$ cat src/rtl/handshake_pkg.sv
// handshake_pkg
//   Definitions shared by the req/ack reader and its FIFO.
//   - rstate_t  : 2-bit reader FSM state (R_IDLE, R_ACK, R_CAP, R_REL)
//   - HS_DATA_W : default data width of the handshake word
package handshake_pkg;

  localparam int HS_DATA_W = 8;

  typedef enum logic [1:0] {
    R_IDLE = 2'd0,
    R_ACK  = 2'd1,
    R_CAP  = 2'd2,
    R_REL  = 2'd3
  } rstate_t;

endpackage

$ cat src/rtl/hs_fifo.sv
// hs_fifo
//   Show-ahead FIFO. The head entry is always visible on 'head'. A push and
//   a pop in the same cycle leave occupancy unchanged and advance both
//   pointers, at any occupancy including full.
//   Parameters: WIDTH (word width), DEPTH (entries, power of two, >= 2)
//   Ports:
//     clk        in   rising-edge clock
//     reset      in   asynchronous, active-low reset
//     push       in   write push_data at the tail
//     push_data  in   word to write
//     pop        in   drop the head entry (ignored when empty)
//     head       out  head entry (don't-care when empty)
//     empty      out  occupancy == 0
//     full       out  occupancy == DEPTH
module hs_fifo
  import handshake_pkg::*;
#(
  parameter int WIDTH = HS_DATA_W,
  parameter int DEPTH = 4
) (
  input  logic             clk,
  input  logic             reset,
  input  logic             push,
  input  logic [WIDTH-1:0] push_data,
  input  logic             pop,
  output logic [WIDTH-1:0] head,
  output logic             empty,
  output logic             full
);

  localparam int AW = $clog2(DEPTH);
  localparam logic [AW-1:0] PTR_ONE = 1;
  localparam logic [AW:0]   CNT_ONE = 1;
  localparam logic [AW:0]   CNT_MAX = (AW+1)'(DEPTH);

  logic [WIDTH-1:0] mem [DEPTH];
  logic [AW-1:0]    wr_ptr;
  logic [AW-1:0]    rd_ptr;
  logic [AW:0]      count;
  logic             do_pop;

  assign empty  = (count == '0);
  assign full   = (count == CNT_MAX);
  assign head   = mem[rd_ptr];
  assign do_pop = pop && !empty;

  // Storage carries no reset; only pointers and occupancy define validity.
  always_ff @(posedge clk) begin
    if (push) begin
      mem[wr_ptr] <= push_data;
    end
  end

  // Pointers wrap naturally modulo DEPTH since DEPTH is a power of two.
  always_ff @(posedge clk or negedge reset) begin
    if (!reset) begin
      wr_ptr <= '0;
      rd_ptr <= '0;
      count  <= '0;
    end else begin
      if (push) begin
        wr_ptr <= wr_ptr + PTR_ONE;
      end
      if (do_pop) begin
        rd_ptr <= rd_ptr + PTR_ONE;
      end
      case ({push, do_pop})
        2'b10:   count <= count + CNT_ONE;
        2'b01:   count <= count - CNT_ONE;
        default: count <= count;
      endcase
    end
  end

endmodule

$ cat src/rtl/reader.sv
// reader
//   Receiving end of a four-phase req/ack handshake. Acknowledges a request,
//   captures the writer's word in its single data cycle and queues it in a
//   show-ahead FIFO drained by a valid/ready consumer. 'ack' is withheld
//   while the FIFO is full, holding the writer off.
//   Optional feature macro: READER_STATS_EN adds the 16-bit xfer_count
//   port/register counting captured words (wraps at 16'hFFFF).
//   Ports:
//     clk         in   rising-edge clock shared with the writer
//     reset       in   asynchronous, active-low reset
//     req         in   writer request
//     d           in   writer data, valid in the capture cycle
//     ack         out  registered acknowledge
//     dout        out  FIFO head word
//     dvalid      out  FIFO non-empty
//     dready      in   consumer accepts dout when dvalid && dready
//     xfer_count  out  captured-word count (READER_STATS_EN only)
module reader
  import handshake_pkg::*;
#(
  parameter int WIDTH = HS_DATA_W,
  parameter int DEPTH = 4
) (
  input  logic             clk,
  input  logic             reset,
  input  logic             req,
  input  logic [WIDTH-1:0] d,
  output logic             ack,
  output logic [WIDTH-1:0] dout,
  output logic             dvalid,
  input  logic             dready
`ifdef READER_STATS_EN
  ,
  output logic [15:0]      xfer_count
`endif
);

  rstate_t state;
  logic    push;
  logic    pop;
  logic    empty;
  logic    full;

  // One word is in flight at a time and fullness is only checked in R_IDLE,
  // so the R_CAP push can never land on a full FIFO.
  assign push   = (state == R_CAP);
  assign dvalid = !empty;
  assign pop    = dvalid && dready;

  // ack is registered alongside the state: high from R_ACK through R_REL.
  always_ff @(posedge clk or negedge reset) begin
    if (!reset) begin
      state <= R_IDLE;
      ack   <= 1'b0;
    end else begin
      case (state)
        R_IDLE: begin
          if (req && !full) begin
            state <= R_ACK;
            ack   <= 1'b1;
          end
        end
        R_ACK: begin
          state <= R_CAP;
        end
        R_CAP: begin
          state <= R_REL;
        end
        R_REL: begin
          if (!req) begin
            state <= R_IDLE;
            ack   <= 1'b0;
          end
        end
      endcase
    end
  end

`ifdef READER_STATS_EN
  always_ff @(posedge clk or negedge reset) begin
    if (!reset) begin
      xfer_count <= 16'd0;
    end else if (push) begin
      xfer_count <= xfer_count + 16'd1;
    end
  end
`endif

  hs_fifo #(
    .WIDTH(WIDTH),
    .DEPTH(DEPTH)
  ) u_fifo (
    .clk      (clk),
    .reset    (reset),
    .push     (push),
    .push_data(d),
    .pop      (pop),
    .head     (dout),
    .empty    (empty),
    .full     (full)
  );

endmodule

$ cat config.mk
export PLATFORM = sky130hd
export DESIGN_NAME = reader
export DESIGN_NICKNAME = d
export VERILOG_FILES = /design/src/rtl/handshake_pkg.sv /design/src/rtl/hs_fifo.sv /design/src/rtl/reader.sv
export SDC_FILE = /design/constraint.sdc
export NUM_CORES = 1
export LEC_CHECK = 0
export BUFFER_PORTS_ARGS = -buffer_cell sky130_fd_sc_hd__buf_2
export CAP_MARGIN = 0
export CORE_MARGIN = 3
export CORE_UTILIZATION = 25
export CTS_CLUSTER_DIAMETER = 50
export DETAILED_ROUTE_END_ITERATION = 8
export GPL_ROUTABILITY_DRIVEN = 0
export MAX_ROUTING_LAYER = met4
export PLACE_DENSITY = 0.47
export SLEW_MARGIN = 20
export SYNTH_ARGS = -nofsm -noshare
export SYNTH_HDL_FRONTEND = slang
export SYNTH_SLANG_ARGS = --single-unit
$ cat constraint.sdc
create_clock -name clk -period 2.1 [get_ports clk]
set_clock_uncertainty 0.15 [all_clocks]
set_input_delay 0.63 -clock clk [delete_from_list [all_inputs] [get_ports clk]]
set_output_delay 0.63 -clock clk [all_outputs]
set_load 0.03 [all_outputs]
==> run metrics, run 1 <==
CP cell instances buf_12 > mux4_2 > buf_6; Peak Freq 434.2 MHz; via count 885; number of antenna violations at the first check in global routing 0; Register-to-Register Setup Slack 0.16 ns; final hold vios 0; Bufs on Longest Clock Path 2; Yosys reg bits 42; slowest stage cell, crit path mux4_2; die area 0.008160 mm²; synth warn 0; fraction of layout cells with a size suffix above 1 0.3906; Ports 22; Worst setup EP type output pin; Worst Setup Slack, final -0.2033 ns; CP Data Required Time 1.32 ns; residual DRC count 0; first-pass iteration count of the detailed router 3; grt ovf 0; leading cell types in the layout, fill and taps excluded 32 x edfxtp_1, 13 x buf_2, 9 x ha_1, 9 x dfrtp_1; Final Max Tran Viols 0; worst slack at placement -0.08980 ns; nets 149; row cnt 30; unrepaired setup endpoints after global routing true; HPWL Detailed 2.093 mm; Fillers 701; worst r2r src state[0]; buffers added on ports 21; # diodes 0; Critical R2R Capture u_fifo.count[2]; DRT iter0 DRCs 39; vias in the first global route 972; CTS tree built; maximum net fanout on the critical path 8; setup violators final 8; clk_lat worst skew 0.29 ns; register area share after synthesis 0.6812; vias per inst 3.951; Hold Buf Count CTS 0; leading cell type in the layout, fill and taps excluded edfxtp_1; clock root cell clkbuf_8; Gate Count Post-Synth 96; total track usage 0.08176; status finished with violations; TritonCTS buffer count 5; H-tree depth 2; r2r worst-path depth 9; Clock Sink Count 42; largest delay contributor family on the critical path multiplexers; worst hold-check path type primary input to async pin; Horiz. Die Dim 90.33 µm; Synth Cell Area 0.001778 mm²; Leak 0.8508 nW; Yosys cell types 22; CTS clk-pin slew, worst paths 0.08 ns; Routed Antenna Nets 0; Starting Density 0.2603; FF+latch area 0.001212 mm²; area occupied by multi-input gates 523.0 µm²; Mapped Nets 118; largest net degree at the start of global routing 15; first-pass GRT wire length 4.919 mm; Syn Area/Cell 18.52 µm²; Finished Cell Area 0.002215 mm²; fin cells 224; area grow syn2layout 24.56%; CP max stage delay 0.52 ns; Final period util 1.097; max cap viols 0; # placed instances 214; dpl cell area 0.002033 mm²; crit path buf inv count 2; Total Routed Length 2.931 mm; Slew @ Worst Pin 0.4529 ns; VDD IR max 0.5551 mV; cell area power density 1536 mW/mm²; Setup CP Type flop to output pin; failing checks setup timing; Max transition margin 0.6980; CP startpoint kind flop; Worst Path Arrival 1.52 ns; WL/cell 13.08 µm; Die Y 90.33 µm; core area 0.006832 mm²; min Tclk post-route 2.303 ns
layout make-up:
type	count	share of cell area
Clock buffer	5	0.03107
Clock inverter	3	0.01977
Multi-Input combinational cell	42	0.2362
Sequential cell	42	0.5475
Tap cell	96	0.05424
Inverter	9	0.01525
Timing Repair Buffer	27	0.09605
sequential cells by signal, indices dropped and copies added, names as in the netlist:
| signal | count |
|---|---|
| u_fifo.wr_ptr | 2 |
| u_fifo.mem | 32 |
| u_fifo.count | 3 |
| ack | 1 |
| state | 2 |
| u_fifo.rd_ptr | 2 |
cell usage after synthesis:
master    count  share of area
o31a_1        1         0.0049
o22a_2        1         0.0056
mux2_4        2          0.017
or3_1         1         0.0035
a41oi_4       1          0.015
buf_2         1         0.0028
buf_1         1         0.0021
dfrtp_1      10           0.14
and2_1        4          0.014
mux4_2        8           0.10
edfxtp_1     32           0.54
nor2_1        2         0.0042
ha_1          9          0.063
a21boi_0      1         0.0042
o21ai_0       1         0.0028
xnor2_1       2         0.0099
clkbuf_1      1         0.0021
fa_1          1          0.011
mux2i_1       2          0.011
xor2_1        4          0.020
inv_1         9          0.019
nand2_1       2         0.0042
what timing repair did:
item,4_1_cts,5_1_grt
setup endpoints to repair,8,10
buffers inserted,1,1
gates resized for setup,16,3
gates cloned,0,0
where the power goes:
part	switching (W)	internal, W	leakage, nW	total, W
clock	0.000274	0.000356	0.0585	0.000630
sequential	0.000154	0.00113	0.407	0.00129
combinational	0.000755	0.000728	0.385	0.00148
total	0.00118	0.00222	0.851	0.00340
cells by family after synthesis:
logic type / count (synthesis) / synth area share
xor+xnor: 6 / 0.02956
fa+ha+maj: 10 / 0.07460
compound gates: 5 / 0.03308
simple gates: 9 / 0.02604
flops: 42 / 0.6812
mux: 12 / 0.1295
buf+inv: 12 / 0.02603
per-stage QoR:
step	setup TNS (ns)	hold WS [ns]	total power, W	util
CTS	-1.627	0.03906	0.003441	0.3225
global placement	-0.007406	0.3533	0.002577	0.2976
floorplan	0	0.1844	0.002247	-
finish	-1.484	0.04534	0.003401	0.3242
detailed placement	-0.08980	0.3603	0.002642	0.2976
global route	-1.997	0.03482	0.003640	0.3242
metal layers:
metal | share of wire | wire length [µm] | vias up | track usage
li1 | - | - | 413 | -
met1 | 0.43 | 1274 | 446 | 0.09388
met2 | 0.51 | 1490 | 23 | 0.1357
met3 | 0.049 | 145 | 3 | 0.02417
met4 | 0.0072 | 21 | 0 | 0.03061
met5 | 0 | 0 | - | -
worst max path at each step:
stage	from	cells past startpoint	slack (ns)	end
global placement	dready	8	-0.007	u_fifo.count[2]
finish	u_fifo.rd_ptr[0]	3	-0.20	dout[1]
global route	u_fifo.rd_ptr[0]	3	-0.28	dout[1]
detailed placement	dready	8	-0.09	u_fifo.count[2]
CTS	u_fifo.rd_ptr[0]	3	-0.22	dout[1]
floorplan	dready	7	0.03	u_fifo.count[2]
No activity file was read; power rests on OpenSTA's default activity.
==> run 2: changes to the inputs <==
--- a/constraint.sdc
+++ b/constraint.sdc
@@ -4,2 +4,2 @@
 set_output_delay 0.63 -clock clk [all_outputs]
-set_load 0.03 [all_outputs]
+set_load 0.1 [all_outputs]
==> run 2 against run 1 <==
Against the previous run:
- the flow still finishes with violations (setup timing)
- fmax shrank 1.5%
- non-clock buffer count grew 1
- routed wire length shrank 7.2%
- core utilization is essentially flat
- first-iteration DRC count grew 33%
- final area shrank 0.11%
- cell count grew 0.45%
- critical path type unchanged
==> run metrics, run 2 (synthesized netlist as in run 1, its figures left out) <==
status finished with violations; failing checks setup timing; WL met2 1.282 mm (-14%); number of antenna violations at the first check in global routing 0 (unchanged); CTS clk-pin slew, worst paths 0.08 ns (about the same); largest delay contributor family on the critical path multiplexers; Starting Density 0.2603 (unchanged); min Tclk post-route 2.338 ns (+0.03431 ns); die area 0.008160 mm² (unchanged); Slew @ Worst Pin 0.4824 ns (+0.02951 ns); residual DRC count 0 (unchanged); setup violators final 8 (unchanged); first-pass iteration count of the detailed router 4 (+1); vias in the first global route 950 (-2.3%); WL met1 1.302 mm (+2.2%); leading cell types in the layout, fill and taps excluded 32 x edfxtp_1, 12 x buf_2, 9 x inv_1, 9 x dfrtp_1; clk_lat worst skew 0.28 ns (about the same); CP Data Required Time 1.32 ns (about the same); leading cell type in the layout, fill and taps excluded edfxtp_1; Bufs on Longest Clock Path 2 (unchanged); worst hold-check path type primary input to async pin; Peak Freq 427.8 MHz (-1.5%); # diodes 0 (unchanged); number of flip-flops in the largest register 32 (unchanged); crit path buf inv count 2 (unchanged); max cap viols 0 (unchanged); largest registers u_fifo.mem x32, u_fifo.count x3; H-tree depth 2 (unchanged); Horiz. Die Dim 90.33 µm (unchanged); routed length on met3 121 µm (-17%); largest net degree at the start of global routing 14 (-1); Final Max Tran Viols 0 (unchanged); crit path from u_fifo.rd_ptr[0]; Ports 22 (unchanged); first-pass GRT wire length 4.733 mm (-3.8%); grt ovf 0 (unchanged); Worst setup EP type output pin; nets 150 (+0.67%); row cnt 30 (unchanged); total track usage 0.07680 (-0.004964); Worst Setup Slack, final -0.2376 ns (-0.03431 ns); final hold vios 0 (unchanged); Clock Sink Count 42 (unchanged); CP max stage delay 0.52 ns (about the same); slowest stage cell, crit path mux4_2; vias per inst 3.849 (-2.6%); via count 866 (-2.1%); area grow syn2layout 24.42%; Reg with most FFs u_fifo.mem; core area 0.006832 mm² (unchanged); highest metal used met4; Setup CP Type flop to output pin; CP startpoint kind flop; WL/cell 12.09 µm (-7.6%); Routed Antenna Nets 0 (unchanged); TritonCTS buffer count 5 (unchanged); worst r2r src state[0]; buffers added on ports 21 (unchanged); fin cells 225 (+0.45%); Total Routed Length 2.721 mm (-7.2%); clock root cell clkbuf_8; HPWL Detailed 2.001 mm (-4.4%); fraction of layout cells with a size suffix above 1 0.3876 (-0.003028); Final period util 1.113 (+0.01634); DRT iter0 DRCs 52 (+33%); Max transition margin 0.6806 (-0.01746); # placed instances 216 (+0.93%); unrepaired setup endpoints after global routing true; CP cell instances buf_12 > mux4_2 > buf_6; maximum net fanout on the critical path 8 (unchanged); Die Y 90.33 µm (unchanged); CTS tree built; Worst Path Arrival 1.56 ns (+0.04 ns)
## run 2: through the flow
stage | area (µm²) | TNS [ns] | hold slack (ns) | util | setup WS (ns)
2_1_floorplan | 1780 | 0 | 0.1844 | - | 0.03257
3_3_place_gp | 2048 | -0.08601 | 0.3519 | 0.2998 | -0.06599
3_5_place_dp | 2048 | -0.1712 | 0.3575 | 0.2998 | -0.08157
4_1_cts | 2195 | -1.900 | 0.04446 | 0.3212 | -0.2555
5_1_grt | 2212 | -2.255 | 0.04316 | 0.3238 | -0.2956
6_report | 2212 | -1.790 | 0.04896 | 0.3238 | -0.2376
## run 2: per-layer routing
layer,vias up,global-route usage
met1,427,0.09705
met2,21,0.1176
met5,-,-
met3,3,0.02583
li1,415,-
met4,0,0.02296
## run 2: cell type report
class | instances | area (µm²)
tap | 96 | 120.1
timing repair buffer | 28 | 234.0
clock inverter | 2 | 13.76
clock buffer | 6 | 72.57
fill | 683 | 4619
sequential | 42 | 1212
multi-input combinational | 42 | 525.5
inverter | 9 | 33.78
## run 2: repair_timing
item                       4_1_cts  5_1_grt
pin swaps                        0        0
setup endpoints to repair        9       10
gates resized for setup         17        6
setup buffers                    1        0
hold buffers                     0        0
## run 2: final timing paths
| path | to | cells past startpoint | slack (ns) |
|---|---|---|---|
| max in group asynchronous | u_fifo.count[2] | 1 | 1.54 |
| min in group clk | u_fifo.count[0] | 1 | 0.38 |
| setup reg to reg | u_fifo.count[2] | 9 | 0.16 |
| hold reg to reg | u_fifo.count[0] | 1 | 0.38 |
| hold / removal | u_fifo.count[0] | 1 | 0.05 |
| setup / recovery | dout[5] | 3 | -0.24 |
Power of run 2 is not shown: default switching activity piles up to over one toggle a cycle in this logic, so the estimate is an artifact.
